==> src/rtl/display_arbiter.sv <==
// rtl/display_arbiter.sv - debounced, blank-interval handover of HEX/LEDR between display units A and B
module display_arbiter #(
  parameter int DEBOUNCE_CYCLES = 500000,
  parameter int BLANK_CYCLES    = 2500000,
  parameter int DWELL_CYCLES    = 100000000
) (
  input  logic        MAX10_CLK1_50,
  input  logic        reset_n,
  input  logic        sel_raw,
  input  logic        auto_en,
  input  logic        req_a,
  input  logic        req_b,
  input  logic [47:0] hex_a,
  input  logic [47:0] hex_b,
  input  logic [9:0]  ledr_a,
  input  logic [9:0]  ledr_b,
  output logic [47:0] HEX,
  output logic [9:0]  LEDR,
  output logic        grant_a,
  output logic        grant_b,
  output logic        busy
);

  localparam int DB_W = (DEBOUNCE_CYCLES > 1) ? $clog2(DEBOUNCE_CYCLES) : 1;
  localparam int BL_W = (BLANK_CYCLES > 1) ? $clog2(BLANK_CYCLES) : 1;
  localparam int DW_W = (DWELL_CYCLES > 1) ? $clog2(DWELL_CYCLES) : 1;

  localparam logic [DB_W-1:0] DB_LAST = DB_W'(DEBOUNCE_CYCLES - 1);
  localparam logic [BL_W-1:0] BL_LAST = BL_W'(BLANK_CYCLES - 1);
  localparam logic [DW_W-1:0] DW_LAST = DW_W'(DWELL_CYCLES - 1);

  typedef enum logic [1:0] {
    OWN_A = 2'd0,
    OWN_B = 2'd1,
    BLANK = 2'd2
  } state_t;

  state_t          state;
  state_t          state_nx;
  logic            target;
  logic            target_nx;
  logic            sync1;
  logic            sync2;
  logic            sel_db;
  logic [DB_W-1:0] db_cnt;
  logic [BL_W-1:0] blank_cnt;
  logic [DW_W-1:0] dwell_cnt;
  logic            blank_last;
  logic            dwell_tc;
  logic            desired;
  logic [47:0]     hex_nx;
  logic [9:0]      ledr_nx;
  logic            grant_a_nx;
  logic            grant_b_nx;
  logic            busy_nx;

  assign blank_last = (blank_cnt == BL_LAST);
  assign dwell_tc   = (dwell_cnt == DW_LAST);

  // sel_db only moves after DEBOUNCE_CYCLES unbroken cycles of disagreement
  always_ff @(posedge MAX10_CLK1_50) begin
    if (!reset_n) begin
      sync1  <= 1'b0;
      sync2  <= 1'b0;
      sel_db <= 1'b0;
      db_cnt <= '0;
    end else begin
      sync1 <= sel_raw;
      sync2 <= sync1;
      if (sync2 == sel_db) begin
        db_cnt <= '0;
      end else if (db_cnt == DB_LAST) begin
        sel_db <= sync2;
        db_cnt <= '0;
      end else begin
        db_cnt <= db_cnt + DB_W'(1);
      end
    end
  end

  // Desired owner: 0 = A, 1 = B
  always_comb begin
    desired = sel_db;
    if (auto_en) begin
      case (state)
        OWN_A:   desired = dwell_tc && req_b;
        OWN_B:   desired = !(dwell_tc && req_a);
        default: begin
          if (!req_a && !req_b) begin
            desired = 1'b0;
          end else if (target ? req_b : req_a) begin
            desired = target;
          end else begin
            desired = ~target;
          end
        end
      endcase
    end
  end

  always_comb begin
    state_nx   = state;
    target_nx  = target;
    hex_nx     = {48{1'b1}};
    ledr_nx    = '0;
    grant_a_nx = 1'b0;
    grant_b_nx = 1'b0;
    busy_nx    = 1'b1;
    case (state)
      OWN_A: begin
        if (desired) begin
          state_nx  = BLANK;
          target_nx = desired;
        end
      end
      OWN_B: begin
        if (!desired) begin
          state_nx  = BLANK;
          target_nx = desired;
        end
      end
      BLANK: begin
        if (blank_last) begin
          state_nx  = desired ? OWN_B : OWN_A;
          target_nx = desired;
        end
      end
      default: state_nx = BLANK;
    endcase
    if (state_nx == OWN_A) begin
      hex_nx     = hex_a;
      ledr_nx    = ledr_a;
      grant_a_nx = 1'b1;
      busy_nx    = 1'b0;
    end else if (state_nx == OWN_B) begin
      hex_nx     = hex_b;
      ledr_nx    = ledr_b;
      grant_b_nx = 1'b1;
      busy_nx    = 1'b0;
    end
  end

  always_ff @(posedge MAX10_CLK1_50) begin
    if (!reset_n) begin
      state   <= BLANK;
      target  <= 1'b0;
      HEX     <= {48{1'b1}};
      LEDR    <= '0;
      grant_a <= 1'b0;
      grant_b <= 1'b0;
      busy    <= 1'b1;
    end else begin
      state   <= state_nx;
      target  <= target_nx;
      HEX     <= hex_nx;
      LEDR    <= ledr_nx;
      grant_a <= grant_a_nx;
      grant_b <= grant_b_nx;
      busy    <= busy_nx;
    end
  end

  // Dwell restarts at its terminal count and is held at 0 across any BLANK
  always_ff @(posedge MAX10_CLK1_50) begin
    if (!reset_n) begin
      blank_cnt <= '0;
      dwell_cnt <= '0;
    end else begin
      if (state == BLANK && !blank_last) begin
        blank_cnt <= blank_cnt + BL_W'(1);
      end else begin
        blank_cnt <= '0;
      end
      if (state != BLANK && state_nx != BLANK && !dwell_tc) begin
        dwell_cnt <= dwell_cnt + DW_W'(1);
      end else begin
        dwell_cnt <= '0;
      end
    end
  end

endmodule

==> config.mk <==
export PLATFORM = sky130hd
export DESIGN_NAME = display_arbiter
export DESIGN_NICKNAME = d
export VERILOG_FILES = /design/src/rtl/display_arbiter.sv
export SDC_FILE = /design/constraint.sdc
export NUM_CORES = 1
export LEC_CHECK = 0
export CAP_MARGIN = 15
export CORE_AREA = 2 2 112 114
export CTS_CLUSTER_DIAMETER = 50
export DETAILED_ROUTE_END_ITERATION = 16
export DIE_AREA = 0 0 114 116
export PLACE_DENSITY = 0.79
export SLEW_MARGIN = 25
export SYNTH_ARGS = -nofsm -noshare
export SYNTH_HDL_FRONTEND = slang
export SYNTH_SLANG_ARGS = --single-unit
export TNS_END_PERCENT = 50
==> constraint.sdc <==
create_clock -name MAX10_CLK1_50 -period 2.7 [get_ports MAX10_CLK1_50]
set_input_delay 0.27 -clock MAX10_CLK1_50 [delete_from_list [all_inputs] [get_ports MAX10_CLK1_50]]
set_output_delay 0.27 -clock MAX10_CLK1_50 [all_outputs]
set_load 0.01 [all_outputs]
# Word level (Yosys, flattened, before mapping)
# Cells that the tools add are included.
classes:
  n_reduce_logical: 20
  add_sub_neg: 3
  eq_ne: 12
  n_bitwise: 3
  n_mux: 22
op_table:
  columns: ["operator", "n"]
  rows:
  - ["2-to-1 mux 48 bit", 2]
  - ["adder 27 x 1 -> 27 bit (second input constant)", 1]
  - ["== test 27 bit (second input constant)", 1]
  - ["adder 22 x 1 -> 22 bit (second input constant)", 1]
  - ["== test 22 bit (second input constant)", 1]
  - ["2-to-1 mux 10 bit", 2]
  - ["adder 19 x 1 -> 19 bit (second input constant)", 1]
  - ["== test 19 bit (second input constant)", 1]
  - ["2-to-1 mux 1 bit", 12]
  - ["inequality test 2 bit (second input constant)", 5]
  - ["logical AND 1 bit", 6]
  - ["2-to-1 mux 2 bit", 3]
  - ["case mux 2 bit (3 select lines)", 1]
  - ["AND reduction 2 bit", 3]
  - ["zero test 1 bit", 5]
  - ["== test 2 x 1 -> 1 bit (second input constant)", 2]
  - ["zero test 2 bit", 2]
  - ["AND reduction 4 bit", 1]
  - ["inverter 1 bit", 3]
  - ["case mux 1 bit (3 select lines)", 1]
  - ["nonzero test 3 bit", 1]
  - ["OR reduction 3 bit", 1]
  - ["== test 2 bit (second input constant)", 1]
  - ["case mux 1 bit (2 select lines)", 1]
  - ["2 further kinds", 2]
totals:
  wordCells: 73
  out_inout_bits: 61
  ff_bits: 135
  inputBits: 122

# Depth between registers and ports, before layout
depth:
  word_depth: 12
  mapped_depth: 8
  depth_no_buf: 7

# Worst setup path after synthesis
# OpenSTA, ideal clock, no wires.
synth_path:
  path_kind: "reg-to-reg"
  start: "register blank_cnt[0]"
  end: "register HEX[27]"
  slack_ns: 0.801
  setup_time_ns: 0.117
  required_time_ns: 2.583
  path_stages_with_launch: 9
  synth_period_minus_slack_ns: 1.899
  n_path_buf: 2
  arrival_time_ns: 1.782
  path_cell_list: "dfxtp_1 > ha_1 > nand4_1 > nor2_1 > a21oi_1 > a311o_2 > buf_2 > buf_6 > o22a_1"
synth_between:
  elab_chain_cells: 6
  elab_cells_between_ends: 7
  classes_between: "2 x eq/ne; 4 x mux; 1 x reduce/logical"
synth_rtl:
  columns: ["element", "line", "source"]
  rows:
  - ["start, declared", "46", "logic [BL_W-1:0] blank_cnt;"]
  - ["start signal, assigned", "170", "blank_cnt <= blank_cnt + BL_W'(1);"]
  - ["== test 22 bit (*)", "57", "assign blank_last = (blank_cnt == BL_LAST);"]
  - ["2-to-1 mux 2 bit (*)", "123", "if (blank_last) begin"]
  - ["case mux 2 bit (3 select lines) (*)", "109", "case (state)"]
  - ["== test 2 x 1 -> 1 bit", "135", "end else if (state_nx == OWN_B) begin"]
  - ["2-to-1 mux 48 bit", "135", null]
  - ["2-to-1 mux 48 bit (*)", "130", "if (state_nx == OWN_A) begin"]
  - ["end signal, assigned", "147", "HEX <= {48{1'b1}};"]
  - ["end signal, assigned", "155", "HEX <= hex_nx;"]
  - ["end, declared", "17", "output logic [47:0] HEX,"]
# Every way passes the cells marked *; elsewhere a longest branch is shown, timed or not.
# A chain may end at the register's enable or synchronous reset.

# Worst setup path after layout
layout_path:
  start: "register dwell_cnt[0]"
  end: "register LEDR[6]"
layout_between:
  elab_chain_cells: 11
  elab_cells_between_ends: 15
  classes_between: "2 x eq/ne; 9 x mux; 4 x reduce/logical"
layout_rtl:
  columns: ["element", "line", "source"]
  rows:
  - ["start, declared", "47", "logic [DW_W-1:0] dwell_cnt;"]
  - ["start signal, assigned", "175", "dwell_cnt <= dwell_cnt + DW_W'(1);"]
  - ["== test 27 bit (*)", "58", "assign dwell_tc = (dwell_cnt == DW_LAST);"]
  - ["logical AND 1 bit", "87", "OWN_B: desired = !(dwell_tc && req_a);"]
  - ["zero test 1 bit", "87", null]
  - ["case mux 1 bit (2 select lines) (*)", "85", "case (state)"]
  - ["2-to-1 mux 1 bit (*)", "84", "if (auto_en) begin"]
  - ["2-to-1 mux 1 bit", "124", "state_nx = desired ? OWN_B : OWN_A;"]
  - ["2-to-1 mux 2 bit", "123", null]
  - ["case mux 2 bit (3 select lines) (*)", "109", null]
  - ["== test 2 x 1 -> 1 bit", "135", null]
  - ["2-to-1 mux 10 bit", "135", null]
  - ["2-to-1 mux 10 bit (*)", "130", null]
  - ["end signal, assigned", "156", "LEDR <= ledr_nx;"]
  - ["end, declared", "18", "output logic [9:0] LEDR,"]
# Marked as above.

==> summary.md <==
| Metric | Value |
|---|---|
| H-tree levels | 4 |
| Syn avg cell area | 9.90 sq um |
| Crit end category | flip-flop |
| DP Worst Slack | 0.199 ns |
| Via/cell ratio | 5.24 |
| Synth Flop Type | dfxtp_1 |
| Required time of the critical path | 3.00 ns |
| Global route total overflow | 0 |
| Final setup violation count | 0 |
| Worst Setup Slack, final | 0.260 ns |
| Kind of critical path | reg2reg |
| Clk Latency, worst-skew pair | 0.42 ns |
| Crit path buf inv count | 2 |
| I/O Buffers | 182 |
| DRC violations left | 0 |
| Max_cap viols | 0 |
| Ys async rst share | 0% |
| Busiest metal layer after global routing | met2 |
| TritonCTS clock tree | done |
| P&R area growth vs syn | 49.2% |
| Placer Congestion | 0.848 |
| Arrival time worst endpoint | 2.74 ns |
| Crit path max fanout | 49 |
| Cell area power density | 610 nW/um^2 |
| FMAX | 0.410 GHz |
| GRT met1 Usage | 23.9% |
| Crit start category | flip-flop |
| Worst hold path type | in2reg |
| Pin count of the biggest net entering global routing | 50 |
| Synth area leaders | dfxtp_1, o22a_1, nor2_1, xor2_1, xnor2_1 |
| Final Hold Violating Endpoints | 0 |
| Rel. slew slack | 41.7% |
| Yosys reg bits | 134 |
| Post-DP HPWL | 10,700 um |
| Die X | 114 um |
| Lkg Pwr | 2.79 nW |
| Tot Pwr | 4.79 mW |
| Starting Density | 44.2% |
| Final period util | 90.4% |
| Commonest non-fill, non-tap cell in the layout | clkdlybuf4s50_1 |
| Switch Pwr | 0.878 mW |
| Initial antenna violation count | 0 |
| Root buffer cell | clkbuf_16 |
| Multi-input logic area | 2390 sq um |
| Die area | 13,200 sq um |
| Switching share of power | 18.3% |
| Most frequent cells in the layout | clkdlybuf4s50_1, dfxtp_1, nor2_1, o22a_1, xor2_1 |
| M2 GR Usage | 41.4% |
| Combinational power share | 4.6% |
| RSZ-0062 raised after global routing | no |
| Diode count | 0 |
| Register Area | 2680 sq um |
| Cell family with the largest share of critical-path delay | simple AND/OR/NAND/NOR gates |
| Seq pwr share | 41.5% |
| Gr usage total | 22.5% |
| Number of global-route vias before repair | 4,725 |
| Share of layout cells above drive strength 1 | 6.48% |
| Core box area | 11,900 sq um |
| Mapped Cells | 532 |
| Post-DRT Antenna Nets | 0 |
| Reg clk slew, reported paths | 0.06 ns |
| Sequential area share after synthesis | 50.9% |
| Skew final | 0.0123 ns |
| Pint | 3.92 mW |
| Reg2reg setup slack | 0.26 ns |
| Setup_tns | 0 ns |
| Yosys warning count | 0 |
| Max-slew violations | 0 |
| # IOs | 183 |
| Slew @ Worst Pin | 0.874 ns |
| Highest-delay cell along the critical path | dfxtp_1 |
| Routed WL per cell | 16.9 um |
| First-iteration detailed-routing DRC count | 413 |
| CP Cell Sequence | ha_1 > nand3_1 > nand2b_1 > nor3_2 > a311o_2 > buf_6 > inv_2 > a22o_1 |
| Status | finished clean |
| Yosys top cell area share | 50.9% |
| Maximum buffer depth of the clock tree | 2 |
| Via count | 4,569 |
| Count of cell types in the netlist | 47 |
| Drt pass-1 iters | 4 |
| Post-synth EDFFs | 0 |
| Met3 usage in global routing | 6.54% |
| # fillers | 951 |
| Post-CTS resize count | 0 |
| Height of the die | 116 um |
| Rows | 40 |
| Total Wirelength | 14,800 um |
| Cts hold-fix bufs | 0 |
| WHS | 0.432 ns |
| CTS Buf Count | 17 |
| Post-CTS setup buffers | 0 |
| Cell Area, Synth | 5270 sq um |
| Num Clock Sinks | 134 |
| Syn_nets | 657 |
| First-pass GRT wire length | 22,900 um |
| Final #Nets | 839 |
| Final min period | 2.44 ns |
| CP peak stage delay | 0.38 ns |
| VDD IR-drop max | 387 uV |
| Largest area contributor in the netlist | dfxtp_1 |
| Clock power share | 54.0% |
## metal layers
layer  up-vias  routed length (um)
li1       2239                   -
met1      2181                5730
met2       126                8070
met3        23                 683
met4         0                 278
met5         -                   0
## metrics by stage
stage	instance area (sq um)	utilization, %	instances
global placement	7190	60.4	842
CTS	7850	65.9	872
detailed placement	7190	60.4	842
global route	7860	66.0	872
floorplan	5270	-	532
finish	7860	66.0	872
## cell type report
class                           instances  area share [%]
Clock buffer                           21            5.86
Clock inverter                          9            2.53
Inverter                               11           0.525
Multi-Input combinational cell        360            30.4
Sequential cell                       134            34.1
Tap cell                              147            2.34
Timing Repair Buffer                  190            24.2
## synth_stat cells (5+ instances only)
master / instances
and2_1: 5
o22a_1: 48
nor3_1: 13
a21oi_1: 5
inv_1: 9
xnor2_1: 31
nor2b_1: 5
xor2_1: 32
nand2_1: 31
nor2_1: 83
clkbuf_1: 9
a22o_1: 11
buf_2: 12
and3_1: 10
nand3_1: 18
nand4_1: 16
dfxtp_1: 134
and4_1: 13
## worst reg2reg max path, delay by kind of cell (launching register included)
| kind | cells | cell delay [ns] |
|---|---|---|
| AND/OR/NAND/NOR | 3 | 0.62 |
| buffers and inverters | 2 | 0.59 |
| AO/OA/AOI/OAI | 2 | 0.51 |
| adder cells (fa/ha/maj) | 1 | 0.21 |
| flip-flops | 1 | 0.38 |
## power by group through the flow
stage                     registers (mW)  clock network (mW)  logic (mW)
final                               1.99                2.59       0.219
after global placement              2.03                   0       0.210
after CTS                           1.99                2.63       0.218
after detailed placement            2.03                   0       0.214
after floorplan                     2.03                   0      0.0270
after global routing                1.99                2.70       0.230
## flip-flops by register name, summed over array words and instances (netlist names)
name,flops
grant_a,1
sel_db,1
busy,1
blank_cnt,22
target,1
sync2,1
grant_b,1
dwell_cnt,27
sync1,1
state,1
LEDR,10
HEX,48
db_cnt,19
## logic make-up (layout without fill, tap and decap cells)
logic type      count (synthesis)  in the layout  share of synthesized area (%)
compound gates                 78             78                           13.0
simple gates                  215            215                           21.1
flops                         134            134                           50.9
mux                             1              1                          0.190
buf+inv                        38            231                           3.63
fa+ha+maj                       3              3                          0.713
xor+xnor                       63             63                           10.5
## final timing paths
| path | endpoint | from | cells after the start |
|---|---|---|---|
| worst max-delay path | LEDR[6] | dwell_cnt[0] | 8 |
| worst min-delay path | HEX[36] | hex_b[36] | 2 |
| worst max register to register | LEDR[6] | dwell_cnt[0] | 8 |
| worst min register to register | db_cnt[0] | db_cnt[0] | 1 |
Power figures use the tool's default switching activity.
==> patch: new RTL, same flow settings <==
Put one more register stage on the output `LEDR`, without a reset. The value now appears one clock later. The other outputs are not delayed to match.
--- a/src/rtl/display_arbiter.sv
+++ b/src/rtl/display_arbiter.sv
@@ -34,6 +34,8 @@
     OWN_B = 2'd1,
     BLANK = 2'd2
   } state_t;
+
+  logic [9:0] LEDR_s0;
 
   state_t          state;
   state_t          state_nx;
@@ -145,7 +147,7 @@
       state   <= BLANK;
       target  <= 1'b0;
       HEX     <= {48{1'b1}};
-      LEDR    <= '0;
+      LEDR_s0 <= '0;
       grant_a <= 1'b0;
       grant_b <= 1'b0;
       busy    <= 1'b1;
@@ -153,7 +155,7 @@
       state   <= state_nx;
       target  <= target_nx;
       HEX     <= hex_nx;
-      LEDR    <= ledr_nx;
+      LEDR_s0 <= ledr_nx;
       grant_a <= grant_a_nx;
       grant_b <= grant_b_nx;
       busy    <= busy_nx;
@@ -179,5 +181,9 @@
     end
   end
 
+  always_ff @(posedge MAX10_CLK1_50) begin
+    LEDR <= LEDR_s0;
+  end
+
 endmodule
 
Behaviour: no difference found for any inputs over 10 cycles, from zero or initial values and one cycle with reset_n low; that may be too few to reach the edited logic, so the function may still have changed.
==> patch against the original RTL <==
Total power grew 1.9%. Clock power shrank 2%. Worst setup slack lost 84 ps. Routed wire length grew 1.4%. Design area grew 1.5%. Count of clock-buffer cells in the layout shrank 3. Area after synthesis grew 1.0%. Sequential cell count grew 10. Critical path type unchanged. Highest routed layer unchanged. Hold slack lost 100 ps. Die area is the same. Via count grew 0.50%. Sequential power grew 8%.
==> patch: results (changes against the original RTL) <==
[worst_setup_path]
endpoint=LEDR_s0[2]
cpPeakStageDelay_ps=540  ; +160 ps
cp_max_fo=11  ; -78%
rrSetupSlack_ps=180  ; -80 ps
r2r_cells=7  ; -1
critPathArrivalTime_ps=2830  ; +90 ps
cp-start-kind=flip-flop
path_delay_family=compound AO/OA/AOI/OAI gates
critical_path.slowest_cell=a32oi_4

[synthesis]
synth_cell_types=44  ; -6.4%
synthTopCellsByArea=dfxtp_1 (54%), o22a_1 (7.9%), xor2_1 (7.1%), nor2_1 (5.8%), xnor2_1 (3.3%)
synth_seq_area_share_pct=54.2  ; +3.2 points
syn_nets=654  ; -0.46%
synth_common_cells=dfxtp_1 (144), nor2_1 (82), o22a_1 (48)

[global_routing]
met1_usage_pct=24.7  ; +0.82 points
track_usage_pct=22.5  ; about the same
grt_max_degree=28  ; -44%
grt_pass1_vias=4668  ; -1.2%
grt_pass1_wl_um=22900  ; +0.42%

[worst_hold_path]
min-delay-start=LEDR_s0[7]
hold_class=flip-flop to flip-flop
holdPathEnd=LEDR[7]
whs_path_depth=0  ; -2

[drt]
wl_per_cell_um=17.0  ; +0.63%
vias=4592  ; +0.50%
drtIter0Drc=228  ; -45%

[layout]
drive_above_1_share_pct=6.83  ; +0.35 points
top_regs=HEX (48), dwell_cnt (27), blank_cnt (22)
final_nets=844  ; +0.60%

[sta]
maxSlewHeadroom_pct=51.7  ; +9.9 points
clock_skew_ps=8.77  ; -3.56 ps

[pwr]
p_leak_nw=2.83  ; +1.2%
peakVddDrop_v=0.000410  ; +5.7%

[placed_design]
gp_congestion=0.799  ; -5.8%

[status]
status=finished, final reports clean

[patch: worst register-to-register path: stages (launching register included)]
cell	delay, ps
dfxtp_1	370
ha_1	220
nand3_1	140
or2_1	300
o31a_1	350
a32oi_4	540
inv_2	220
a22o_1	290
[patch: layout make-up]
class / count / area [um^2]
Tap cell: 147 / 184
Timing Repair Buffer: 193 / 1920
Sequential cell: 144 / 2880
Fill cell: 881 / 3940
Inverter: 10 / 37.5
Clock buffer: 18 / 429
Clock inverter: 14 / 215
Multi-Input combinational cell: 353 / 2310
[patch: cells by family after synthesis]
logic type,count (synthesis),share of synthesized area [%]
adder cells (fa/ha/maj),3,0.706
AO/OA/AOI/OAI,72,11.7
buffers and inverters,32,2.73
multiplexers,1,0.188
XOR/XNOR,63,10.4
AND/OR/NAND/NOR,214,20.1
flip-flops,144,54.2
[patch: power breakdown]
part | internal, mW | total (mW) | switching [mW]
Sequential | 2.13 | 2.14 | 0.00479
Combinational | 0.167 | 0.218 | 0.0517
Clock | 1.64 | 2.53 | 0.897
[patch: stage by stage]
| step | hold slack (ps) | area (um^2) | util, % | worst slack, ps | instances |
|---|---|---|---|---|---|
| 2_1_floorplan | 310 | 5320 | - | 632 | 529 |
| 3_3_place_gp | 310 | 7330 | 61.5 | 289 | 847 |
| 5_1_grt | 331 | 7970 | 66.9 | 30.8 | 879 |
| 6_report | 327 | 7970 | 66.9 | 176 | 879 |
| 3_5_place_dp | 312 | 7330 | 61.5 | 185 | 847 |
| 4_1_cts | 326 | 7970 | 66.9 | 160 | 879 |
[patch: layer usage]
metal	part of all wire [%]	wire, um
met2	53	7870
met3	6.3	948
met5	0	0
met1	39	5840
met4	2.0	301
